`src/rtl/layer1_pkg.sv`:
```
// Shared definitions for the layer-1 pooling datapath: default sizes and the
// pooling FSM state encoding.
package layer1_pkg;

    localparam int DATA_W_DEF = 16;
    localparam int MAP_W_DEF  = 28;

    typedef enum logic [1:0] {
        IDLE       = 2'd0,
        EVEN_ROW   = 2'd1,
        ODD_ROW    = 2'd2,
        FRAME_DONE = 2'd3
    } pool_state_t;

endpackage

```
`src/rtl/pool_row_buf.sv`:
```
// Half-row buffer holding the horizontal pair maxima of the current even row;
// synchronous write, combinational read.
module pool_row_buf
    import layer1_pkg::*;
#(
    parameter int DATA_W = DATA_W_DEF,
    parameter int DEPTH  = MAP_W_DEF / 2,
    parameter int IDX_W  = 4
) (
    input  logic                     clk,
    input  logic                     wr_en,
    input  logic [IDX_W-1:0]         wr_idx,
    input  logic signed [DATA_W-1:0] wr_data,
    input  logic [IDX_W-1:0]         rd_idx,
    output logic signed [DATA_W-1:0] rd_data
);

    logic signed [DATA_W-1:0] mem [DEPTH];

    always_ff @(posedge clk) begin
        if (wr_en) begin
            mem[wr_idx] <= wr_data;
        end
    end

    assign rd_data = mem[rd_idx];

endmodule

```
`src/rtl/maxpool_layer1.sv`:
```
// 2x2 stride-2 signed max-pool over a raster-ordered conv1 feature map.
// Define MAXPOOL_RELU_EN to clamp negative pooled results to zero.
module maxpool_layer1
    import layer1_pkg::*;
#(
    parameter int DATA_W = DATA_W_DEF,
    parameter int MAP_W  = MAP_W_DEF
) (
    input  logic                     pool_clk,
    input  logic                     pool_rst_b,
    input  logic                     load_counters_i,
    input  logic                     lb_pool_cnt_en_i,
    input  logic signed [DATA_W-1:0] conv1_data_i,
    input  logic                     conv1_valid_i,
    output logic signed [DATA_W-1:0] pool_data_o,
    output logic                     pool_valid_o,
    output logic                     pool_row_done_o,
    output logic                     pool_frame_done_o
);

    localparam int CNT_W = (MAP_W > 1) ? $clog2(MAP_W) : 1;
    localparam int IDX_W = (CNT_W > 1) ? CNT_W - 1 : 1;
    localparam int BUF_D = MAP_W / 2;

    function automatic logic signed [DATA_W-1:0] smax(
        input logic signed [DATA_W-1:0] a,
        input logic signed [DATA_W-1:0] b
    );
        return (a > b) ? a : b;
    endfunction

    function automatic logic signed [DATA_W-1:0] relu_clamp(
        input logic signed [DATA_W-1:0] v
    );
`ifdef MAXPOOL_RELU_EN
        return v[DATA_W-1] ? '0 : v;
`else
        return v;
`endif
    endfunction

    pool_state_t state, state_nxt;
    logic [CNT_W-1:0] col, row;
    logic [IDX_W-1:0] buf_idx;
    logic             accept, col_last, row_last, odd_phase;
    logic             buf_wr_p0, res_vld_p0;
    logic signed [DATA_W-1:0] even_smp_p0, pair_max_p0, buf_rd_p0, win_max_p0;
    logic signed [DATA_W-1:0] data_p1;
    logic                     vld_p1, row_done_p1, frame_done_p1;

    assign accept    = conv1_valid_i & lb_pool_cnt_en_i;
    assign col_last  = (col == CNT_W'(MAP_W - 1));
    assign row_last  = (row == CNT_W'(MAP_W - 1));
    assign odd_phase = (state == ODD_ROW);

    if (CNT_W > 1) begin : g_idx
        assign buf_idx = col[CNT_W-1:1];
    end else begin : g_idx_narrow
        assign buf_idx = '0;
    end

    always_ff @(posedge pool_clk or negedge pool_rst_b) begin
        if (!pool_rst_b) begin
            state <= IDLE;
        end else begin
            state <= state_nxt;
        end
    end

    always_comb begin
        state_nxt = state;
        if (load_counters_i) begin
            state_nxt = IDLE;
        end else begin
            case (state)
                IDLE:       if (lb_pool_cnt_en_i) state_nxt = EVEN_ROW;
                EVEN_ROW:   if (accept && col_last) state_nxt = ODD_ROW;
                ODD_ROW:    if (accept && col_last) state_nxt = row_last ? FRAME_DONE : EVEN_ROW;
                FRAME_DONE: state_nxt = IDLE;
                default:    state_nxt = IDLE;
            endcase
        end
    end

    always_ff @(posedge pool_clk or negedge pool_rst_b) begin
        if (!pool_rst_b) begin
            col <= '0;
            row <= '0;
        end else if (load_counters_i) begin
            col <= '0;
            row <= '0;
        end else if (accept) begin
            if (col_last) begin
                col <= '0;
                row <= row_last ? '0 : row + CNT_W'(1);
            end else begin
                col <= col + CNT_W'(1);
            end
        end
    end

    // p0: accept stage -- pair max, buffer update, window completion
    always_ff @(posedge pool_clk) begin
        if (accept && !load_counters_i && !col[0]) begin
            even_smp_p0 <= conv1_data_i;
        end
    end

    assign pair_max_p0 = smax(even_smp_p0, conv1_data_i);
    assign win_max_p0  = smax(pair_max_p0, buf_rd_p0);
    // Any non-odd state handles even-row work, so a sample arriving in IDLE is kept.
    assign buf_wr_p0   = accept & ~load_counters_i & ~odd_phase & col[0];
    assign res_vld_p0  = accept & ~load_counters_i &  odd_phase & col[0];

    pool_row_buf #(
        .DATA_W (DATA_W),
        .DEPTH  (BUF_D),
        .IDX_W  (IDX_W)
    ) u_row_buf (
        .clk     (pool_clk),
        .wr_en   (buf_wr_p0),
        .wr_idx  (buf_idx),
        .wr_data (pair_max_p0),
        .rd_idx  (buf_idx),
        .rd_data (buf_rd_p0)
    );

    // p1: registered outputs
    always_ff @(posedge pool_clk or negedge pool_rst_b) begin
        if (!pool_rst_b) begin
            data_p1       <= '0;
            vld_p1        <= 1'b0;
            row_done_p1   <= 1'b0;
            frame_done_p1 <= 1'b0;
        end else if (load_counters_i) begin
            data_p1       <= '0;
            vld_p1        <= 1'b0;
            row_done_p1   <= 1'b0;
            frame_done_p1 <= 1'b0;
        end else begin
            vld_p1        <= res_vld_p0;
            row_done_p1   <= res_vld_p0 & col_last;
            frame_done_p1 <= (state == FRAME_DONE);
            if (res_vld_p0) begin
                data_p1 <= relu_clamp(win_max_p0);
            end
        end
    end

    assign pool_data_o       = data_p1;
    assign pool_valid_o      = vld_p1;
    assign pool_row_done_o   = row_done_p1;
    assign pool_frame_done_o = frame_done_p1;

endmodule

```
`config.mk`:
```
export PLATFORM = sky130hd
export DESIGN_NAME = maxpool_layer1
export DESIGN_NICKNAME = d
export VERILOG_FILES = /design/src/rtl/layer1_pkg.sv /design/src/rtl/pool_row_buf.sv /design/src/rtl/maxpool_layer1.sv
export SDC_FILE = /design/constraint.sdc
export NUM_CORES = 1
export LEC_CHECK = 0
export ABC_AREA = 1
export CAP_MARGIN = 20
export CORE_AREA = 2 2 184 186
export CTS_BUF_LIST = sky130_fd_sc_hd__clkbuf_4
export DETAILED_ROUTE_END_ITERATION = 10
export DIE_AREA = 0 0 186 188
export PLACE_DENSITY = 0.6
export SLEW_MARGIN = 30
export SYNTH_ARGS = -nofsm -noshare
export SYNTH_HDL_FRONTEND = slang
export SYNTH_SLANG_ARGS = --single-unit
```
`constraint.sdc`:
```
create_clock -name pool_clk -period 5.79 [get_ports pool_clk]
set_input_delay 0.579 -clock pool_clk [delete_from_list [all_inputs] [get_ports pool_clk]]
set_output_delay 0.579 -clock pool_clk [all_outputs]
set_load 0.03 [all_outputs]
```
Word level (Yosys, flattened, before mapping). Memory sizes are Yosys's and may differ from the RTL's. Index checks and enable logic that the tools add are counted.

Mux-type cells: 22. Reduce and logical (&&, ||, !) cells: 11. Bitwise operators: 9. $lt $le $gt $ge: 2. Add/sub/neg operators: 2. Equality and inequality tests: 8.

Operators with widths (number): $mux 16 (4); $mux 5 (7); $gt 16x16->1 (2); $add 5x1->5 const B (2); $eq 5x5->1 const B (2); $mux 2 (5); $pmux 2 s4 (1); $and 1x1->1 (7); $ne 3x3->1 const B (2); $reduce_bool 2->1 (3); $mux 1 (5); $eq 2x2->1 const B (2); $logic_and 1x1->1 (3); $ne 3x2->1 const B (1); $reduce_and 3->1 (1); $eq 2x1->1 const B (1); $logic_not 1->1 (2); $logic_not 2->1 (1); $not 1->1 (2); $reduce_and 2->1 (1).

Output and inout port bits: 19. Bits of input ports: 21. Register bits: 47. Word-level logic and storage cells: 63. Memory bits (writable): 224. Memories: 1.

Memories: u_row_buf.mem (depth 14, bits a word 16, rd ports 1, clocked after Yosys merged registers in 0, wr ports 1, line pool_row_buf.sv:18) `logic signed [DATA_W-1:0] mem [DEPTH];`.

Logic depth before layout (Yosys ltp). Gate-level depths: netlist (run 1).

Depth in word-level cells: 6. Gate-level depth with buffers: 35. Mapped depth without buffers: 33.

Cells and area by module. Synthesis (run 1) repeated with hierarchy kept, for this count alone.

Cells, all modules: 1270. Area total of the unflattened synthesis: 12668.4 um^2.

By module, submodules not included: pool_row_buf (instances 1, seq. area each 6726.5 um^2, area each 9421.5 um^2, cells each 867); maxpool_layer1 (instances 1, seq. area each 1256.2 um^2, area each 3246.9 um^2, cells each 403).

Worst setup path after synthesis (run 1). Ideal clock, no wire load.

Path type: in2reg. Start point: in conv1_data_i[15]. End point: reg data_p1[10] (netlist: pool_data_o[10]). Buffers on the path: 2. Arrival: 4.068 ns. Data required time: 5.672 ns. Stages: 22. Slack: 1.604 ns. Setup time: 0.118 ns. Path through: inv_1 > ha_1 > a21oi_1 > o21ai_1 > a21oi_2 > nand2_1 > nand2_2 > nand3_4 > clkbuf_1 > o21ai_0 > ha_1 > a21oi_1 > nor2_1 > a211oi_1 > nor2_1 > nor3_1 > nand3_1 > nand2_4 > buf_2 > nand3_1 > nand3_1 > nand2_1.

Longest elaborated chain between the ends: 6.

RTL lines: start: declaration (line maxpool_layer1.sv:13) `input logic signed [DATA_W-1:0] conv1_data_i,`; $gt 16x16->1 (line maxpool_layer1.sv:29) `return (a > b) ? a : b;`; $mux 16 (line maxpool_layer1.sv:29); named net pair_max_p0[9] (line maxpool_layer1.sv:47) `logic signed [DATA_W-1:0] even_smp_p0, pair_max_p0, buf_rd_p0, win_max_p0;`; $gt 16x16->1 (line maxpool_layer1.sv:29); $mux 16 (line maxpool_layer1.sv:29); $mux 16 (line maxpool_layer1.sv:144) `if (res_vld_p0) begin`; $mux 16 (line maxpool_layer1.sv:135) `end else if (load_counters_i) begin`; end signal: assignment (line maxpool_layer1.sv:145) `data_p1 <= relu_clamp(win_max_p0);`; end: declaration (line maxpool_layer1.sv:48) `logic signed [DATA_W-1:0] data_p1;`.

The timed path passes the listed nets, and every way through them passes these cells. The select of a mux whose other input is x is not followed. A chain may end at the register's enable or synchronous reset.

Final worst setup path (run 1).
Start point: in conv1_data_i[11]. End point: reg data_p1[12] (netlist: pool_data_o[12]).

Same word-level chain as after synthesis.

==> out/metrics.cfg, run 1 <==
[status]
run_status = completed

[global_routing]
grt_util_all_layers = 0.169
number_of_global_route_vias_before_repair = 7706
grt_overflow = 0
grt_pass1_wl_microns = 44400
pin_count_of_the_biggest_net_entering_global_routing = 47
number_of_antenna_violations_at_the_first_check_in_global_routing = 1

[sta]
tightest_slew_ns = 1.01
rsz0062_at_grt = false
max_clock_freq_mhz = 223
maxSlewHeadroom = 0.319
final.period_utilization = 0.776
final_setup_vio_count = 0
fin_tns_setup_ns = 0
report.final.hold_viol_count = 0
finalWorstPathRequiredPeriod_ns = 4.49
slew_viol_final = 0
timing.clock.skew_ns = 0.0437

[detailed_routing]
routed_wire_length_per_instance_microns = 19.0
drt_first_pass_iters = 6
dr_total_vias = 7683
avgViaCountPerCell = 5.09
antenna_left = 0
drt-total-wl_microns = 28600
drcViolationCount = 0
drtIter0Drc = 604

[final_layout]
final_core_utilization = 0.406
layout.cells.non_filler = 1508
most_common_cell_after_layout_fill_and_taps_aside = edfxtp_1
layout_common_cells = edfxtp_1 (240), nand2_1 (118), clkbuf_4 (104)
final_design_area_no_fill_sq_um = 13500
nFillCells = 3120
layout-drive-gt1-share = 0.168
final_nets = 1061
synthToLayoutAreaGrowth_pct = 18.0

[die]
io_pins = 40
starting_density_of_the_core = 0.344
fp.dieArea_sq_um = 35000
core_area_sq_um = 33100
die_width_microns = 186
rows = 67
die_height_microns = 188

[clocking]
post_cts_resized = 0
number_of_buffers_added_to_fix_hold_violations_after_cts = 0
post-cts-setup-buffer-count = 0
clock-sinks = 271
cts_buffers = 74
h_tree_level_count = 3
clk_transition_reported_paths_ns = 0.06
cts_tree = built
clk-insertion-delay-late_ns = 0.68
max-clock-path-buffers = 3
cell_at_the_root_of_the_clock_tree = clkbuf_4

[hold_path]
holdCritPathClass = in2async

[worst_setup_path]
cp.required_ns = 6.34
delay_of_the_slowest_cell_on_the_worst_path_ns = 0.57
r2r.worst_path.cells = 22
timing.critical_path.mode_cell = nand2_1
cpMaxStageDelayCell = o21ai_0
max_fo_critical_path = 32
setup.worst_path.end_class = flop
crit_chain = clkdlybuf4s50_1 > inv_1 > ha_1 > a21oi_1 > nand2_1 > a21oi_2 > nand2_1 > nand2_2 > nand3_4 > o21ai_0 > inv_1 > ha_1 > nand2_1 > nor2_1 > a211oi_1 > nand2_1 > nand2_1 > nand2_1 > nand2_1 > nand2_4 > nand2_4 > nand2_1 > nand3_1 > nand2_1
startpoint_type = input port
crit_cells = 24
worst_ep_arrival_time_ns = 5.04
path_class = in2reg
worstSetupStartpoint = conv1_data_i[11]
worst-path-buf-inv = 3
cp_top_family = simple AND/OR/NAND/NOR gates
r2r_start = even_smp_p0[15]

[place]
port_buffers = 39
post-dp-hpwl_microns = 17300
placed_cells = 1379
gp_congestion = 0.826
placed_cell_area_sq_um = 12500

[yosys]
yosys_register_bits = 271
yosysWarnings = 0
synth_fp_nets = 951
syn-cell-area_sq_um = 11400
synth.avg_cell_area_sq_um = 12.7
ys_seq_area_frac = 0.700
synthesis.instances = 897
synthDistinctLibCells = 37

[run]
timing.max_cap.violations = 0

[pwr]
total_power_mw = 4.21
power-per-cell-area_nw_per_um2 = 313
total_leakage_power_nw = 4.93
worst_ir_drop_vdd_mv = 0.123

[state kept, by name (all words and copies together) (netlist names)]
signal and flops:
pool_data_o 16, col 5, state 2, even_smp_p0 16
pool_frame_done_o 1, u_row_buf.mem 224, pool_valid_o 1, pool_row_done_o 1
row 5
[worst paths after layout]
path                       slack (ns)              end
max                              1.30  pool_data_o[12]
min                              0.30         state[1]
max reg2reg                      1.34  pool_data_o[12]
min reg2reg                      0.48   pool_data_o[4]
max in group asynchronous        5.18   pool_data_o[4]
min in group pool_clk            0.48   pool_data_o[4]
[layer usage]
metal / up-vias / global-route usage / routed length (microns)
li1: 3580 / - / -
met4: 0 / 0.0842 / 1050
met5: - / 0 / 0
met3: 70 / 0.0328 / 1550
met2: 246 / 0.256 / 13200
met1: 3787 / 0.233 / 12800
[kinds of logic (layout without fill, tap and decap cells)]
group / after synthesis / in the layout / synth area share
other: 0 / 1 / 0
buffers and inverters: 113 / 275 / 0.0396
XOR/XNOR: 2 / 2 / 0.00154
AND/OR/NAND/NOR: 291 / 291 / 0.117
adder cells (fa/ha/maj): 33 / 33 / 0.0362
AO/OA/AOI/OAI: 187 / 187 / 0.105
flip-flops: 271 / 271 / 0.700
[cells in the mapped netlist (all sizes together)]
master | n | area, sq um
o32ai | 1 | 8.76
clkinv | 3 | 11.3
xor2 | 2 | 17.5
a22oi | 90 | 676
nand3 | 43 | 238
ha | 33 | 413
nor3 | 34 | 180
a211oi | 3 | 22.5
o21ai | 24 | 120
buf | 7 | 51.3
o31ai | 4 | 30.0
nor4 | 16 | 100
a32o | 1 | 10.0
a21oi | 57 | 289
and3 | 1 | 6.26
dfrtp | 31 | 776
edfxtp | 240 | 7210
clkbuf | 28 | 105
nor2 | 67 | 274
nand2 | 124 | 504
o22ai | 6 | 37.5
nand4 | 6 | 37.5
inv | 75 | 284
a21o | 1 | 7.51
[power breakdown]
part           total [mW]  switching (mW)  internal [mW]
clock                1.69           0.767          0.920
combinational       0.330           0.232         0.0977
sequential           2.19          0.0102           2.18
[metrics by stage]
step	setup WS [ns]	hold WS, ns
2_1_floorplan	1.60	0.283
4_1_cts	1.46	0.250
6_report	1.30	0.300
3_5_place_dp	0.753	0.470
3_3_place_gp	0.778	0.466
5_1_grt	1.00	0.283
[final cells by class]
class                   count  area, sq um  share of cell area
diodes                      1         2.50            0.000186
clock buffers             104          781              0.0580
clock inverters            24          155              0.0115
inverters                  78          295              0.0219
multi-input cells         513         3050               0.227
flip-flops and latches    271         7980               0.593
well taps                 448          561              0.0417
repair buffers             69          628              0.0467
(Power assumes the default switching activity.)
==> inputs of run 2 (changes only) <==
Settings changed: PLACE_DENSITY 0.6 to 0.62.
Clock period 5.79 ns to 4.1 ns, I/O delays scaled along.
==> out/metrics.cfg, run 2 (same netlist as run 1, synthesis figures left out) <==
[clocking]
clk_transition_reported_paths_ns = 0.08  ; +0.02 ns
h_tree_level_count = 3  ; unchanged
cell_at_the_root_of_the_clock_tree = clkbuf_4
clock-sinks = 271  ; unchanged
max-clock-path-buffers = 3  ; unchanged
clk-insertion-delay-late_ns = 0.69  ; about the same
cts_tree = built
cts_buffers = 71  ; -4.1%
number_of_buffers_added_to_fix_hold_violations_after_cts = 0  ; unchanged

[global_routing]
number_of_antenna_violations_at_the_first_check_in_global_routing = 1  ; unchanged
grt_pass1_wl_microns = 45500  ; +2.4%
grt_overflow = 0  ; unchanged
number_of_global_route_vias_before_repair = 7835  ; +1.7%
grt_util_all_layers = 0.173  ; +0.00332
pin_count_of_the_biggest_net_entering_global_routing = 47  ; unchanged

[pwr]
clock_power_share = 0.401  ; about the same
pwr-share-seq = 0.512  ; -0.009
p_switching_mw = 1.44  ; +43%
power-per-cell-area_nw_per_um2 = 434  ; +39%
total_leakage_power_nw = 5.20  ; +5.5%
combPwrFrac = 0.087  ; +0.009
power_report.internal_total_mw = 4.59  ; +44%
netSwitchingFraction = 0.239  ; -0.000846
worst_ir_drop_vdd_mv = 0.150  ; +22%

[worst_setup_path]
rrSetupSlack_ns = 0.41  ; -0.93 ns
worstSetupStartpoint = col[2]
r2r_start = col[2]
cp.required_ns = 4.63  ; -1.71 ns
max_fo_critical_path = 45  ; +41%
setup.worst_path.end_class = flop
path_class = reg2reg
worst_ep_arrival_time_ns = 4.22  ; -0.82 ns
startpoint_type = flop

[detailed_routing]
dr_total_vias = 7819  ; +1.8%
drt_first_pass_iters = 6  ; unchanged
drcViolationCount = 0  ; unchanged
avgViaCountPerCell = 5.03  ; -1.4%
antenna_left = 0  ; unchanged
routed_wire_length_per_instance_microns = 18.9  ; -0.37%
drt-total-wl_microns = 29400  ; +2.8%
drtIter0Drc = 676  ; +12%

[die]
io_pins = 40  ; unchanged
starting_density_of_the_core = 0.344  ; unchanged
rows = 67  ; unchanged
die_width_microns = 186  ; unchanged
core_area_sq_um = 33100  ; unchanged
die_height_microns = 188  ; unchanged
fp.dieArea_sq_um = 35000  ; unchanged

[final_layout]
multiInputGateArea_sq_um = 3020  ; -1.1%
largest_reg_flops = 224  ; unchanged
layout_common_cells = edfxtp_1 (240), nand2_1 (118), clkbuf_4 (101)
largest-register = u_row_buf.mem
layout-drive-gt1-share = 0.209  ; +0.0406
nFillCells = 3113  ; -0.22%
final_core_utilization = 0.420  ; +0.0135
synthToLayoutAreaGrowth_pct = 21.9
final_nets = 1114  ; +5.0%
sequential_cell_area_sq_um = 7980  ; about the same
most_common_cell_after_layout_fill_and_taps_aside = edfxtp_1

[sta]
timing.clock.skew_ns = 0.0453  ; +0.00159 ns
final_setup_vio_count = 0  ; unchanged
layout_setup_ws_ns = 0.415  ; -0.882 ns
report.final.hold_viol_count = 0  ; unchanged
max_clock_freq_mhz = 271
rsz0062_at_grt = false
final.period_utilization = 0.899
maxSlewHeadroom = 0.555  ; +0.236
finalWorstPathRequiredPeriod_ns = 3.69
slew_viol_final = 0  ; unchanged
tightest_slew_ns = 0.662  ; -0.350 ns

[run]
timing.max_cap.violations = 0  ; unchanged

[place]
post-place-ws_ns = -0.148  ; -0.901 ns
gp_congestion = 0.891  ; +7.8%
port_buffers = 39  ; unchanged
post-dp-hpwl_microns = 18700  ; +8.3%

[hold_path]
holdCritPathClass = in2async

[status]
run_status = completed

run 2: through the flow:
stage | total power [mW] | TNS (ns) | hold WS [ns] | cells | cell area, sq um
floorplan | 3.44 | 0 | 0.114 | 897 | 11400
global placement | 3.67 | -0.782 | 0.463 | 1435 | 13000
detailed placement | 3.67 | -1.49 | 0.466 | 1435 | 13000
CTS | 6.11 | 0 | 0.0962 | 1555 | 13900
global route | 6.32 | 0 | 0.134 | 1556 | 13900
finish | 6.03 | 0 | 0.139 | 1556 | 13900
run 2: power groups by stage:
stage                     clock [mW]  combinational, mW  sequential (mW)
after global routing            2.63              0.589             3.09
after global placement             0              0.515             3.15
after floorplan                    0              0.288             3.15
after CTS                       2.49              0.526             3.09
final                           2.42              0.524             3.09
after detailed placement           0              0.524             3.15
run 2: worst paths after layout:
kind / cells after the start / endpoint
min: 2 / pool_data_o[4]
max: 19 / pool_data_o[12]
min reg2reg: 1 / row[3]
max in group asynchronous: 2 / pool_data_o[12]
max reg2reg: 19 / pool_data_o[12]
min in group pool_clk: 1 / even_smp_p0[3]
run 2: timing repair:
| action | in CTS | in global routing |
|---|---|---|
| endpoints found under the hold margin | 0 | 0 |
| setup buffers | 0 | 0 |
| endpoints found under the setup margin | 0 | 4 |
| resized for setup | 0 | 2 |
run 2: routing by layer:
| metal | global-route usage | up-vias | part of all wire |
|---|---|---|---|
| met1 | 0.233 | 3823 | 0.44 |
| met4 | 0.0657 | 0 | 0.023 |
| li1 | - | 3686 | - |
| met2 | 0.274 | 262 | 0.48 |
| met3 | 0.0352 | 48 | 0.063 |
| met5 | 0 | - | 0 |
run 2: layout make-up:
| cell class | count | area share |
|---|---|---|
| well taps | 448 | 0.0403 |
| diodes | 1 | 0.000180 |
| multi-input cells | 513 | 0.217 |
| inverters | 78 | 0.0212 |
| clock buffers | 101 | 0.0545 |
| repair buffers | 125 | 0.0808 |
| clock inverters | 19 | 0.0117 |
| flip-flops and latches | 271 | 0.574 |
run 2: critical path, stage by stage (launching register included):
cell and delay (ns):
dfrtp_1 0.55, nand2_8 0.20, inv_4 0.23, a22oi_1 0.28
a21oi_1 0.10, nor4_1 0.42, buf_4 0.23, ha_1 0.25
nand2_1 0.09, nor2_1 0.05, a211oi_1 0.18, nor2_1 0.06
nor3_1 0.20, nand2_1 0.08, nand2_1 0.10, nand2_4 0.08
nand2_4 0.16, nand2_1 0.08, nand3_1 0.11, nand2_1 0.06
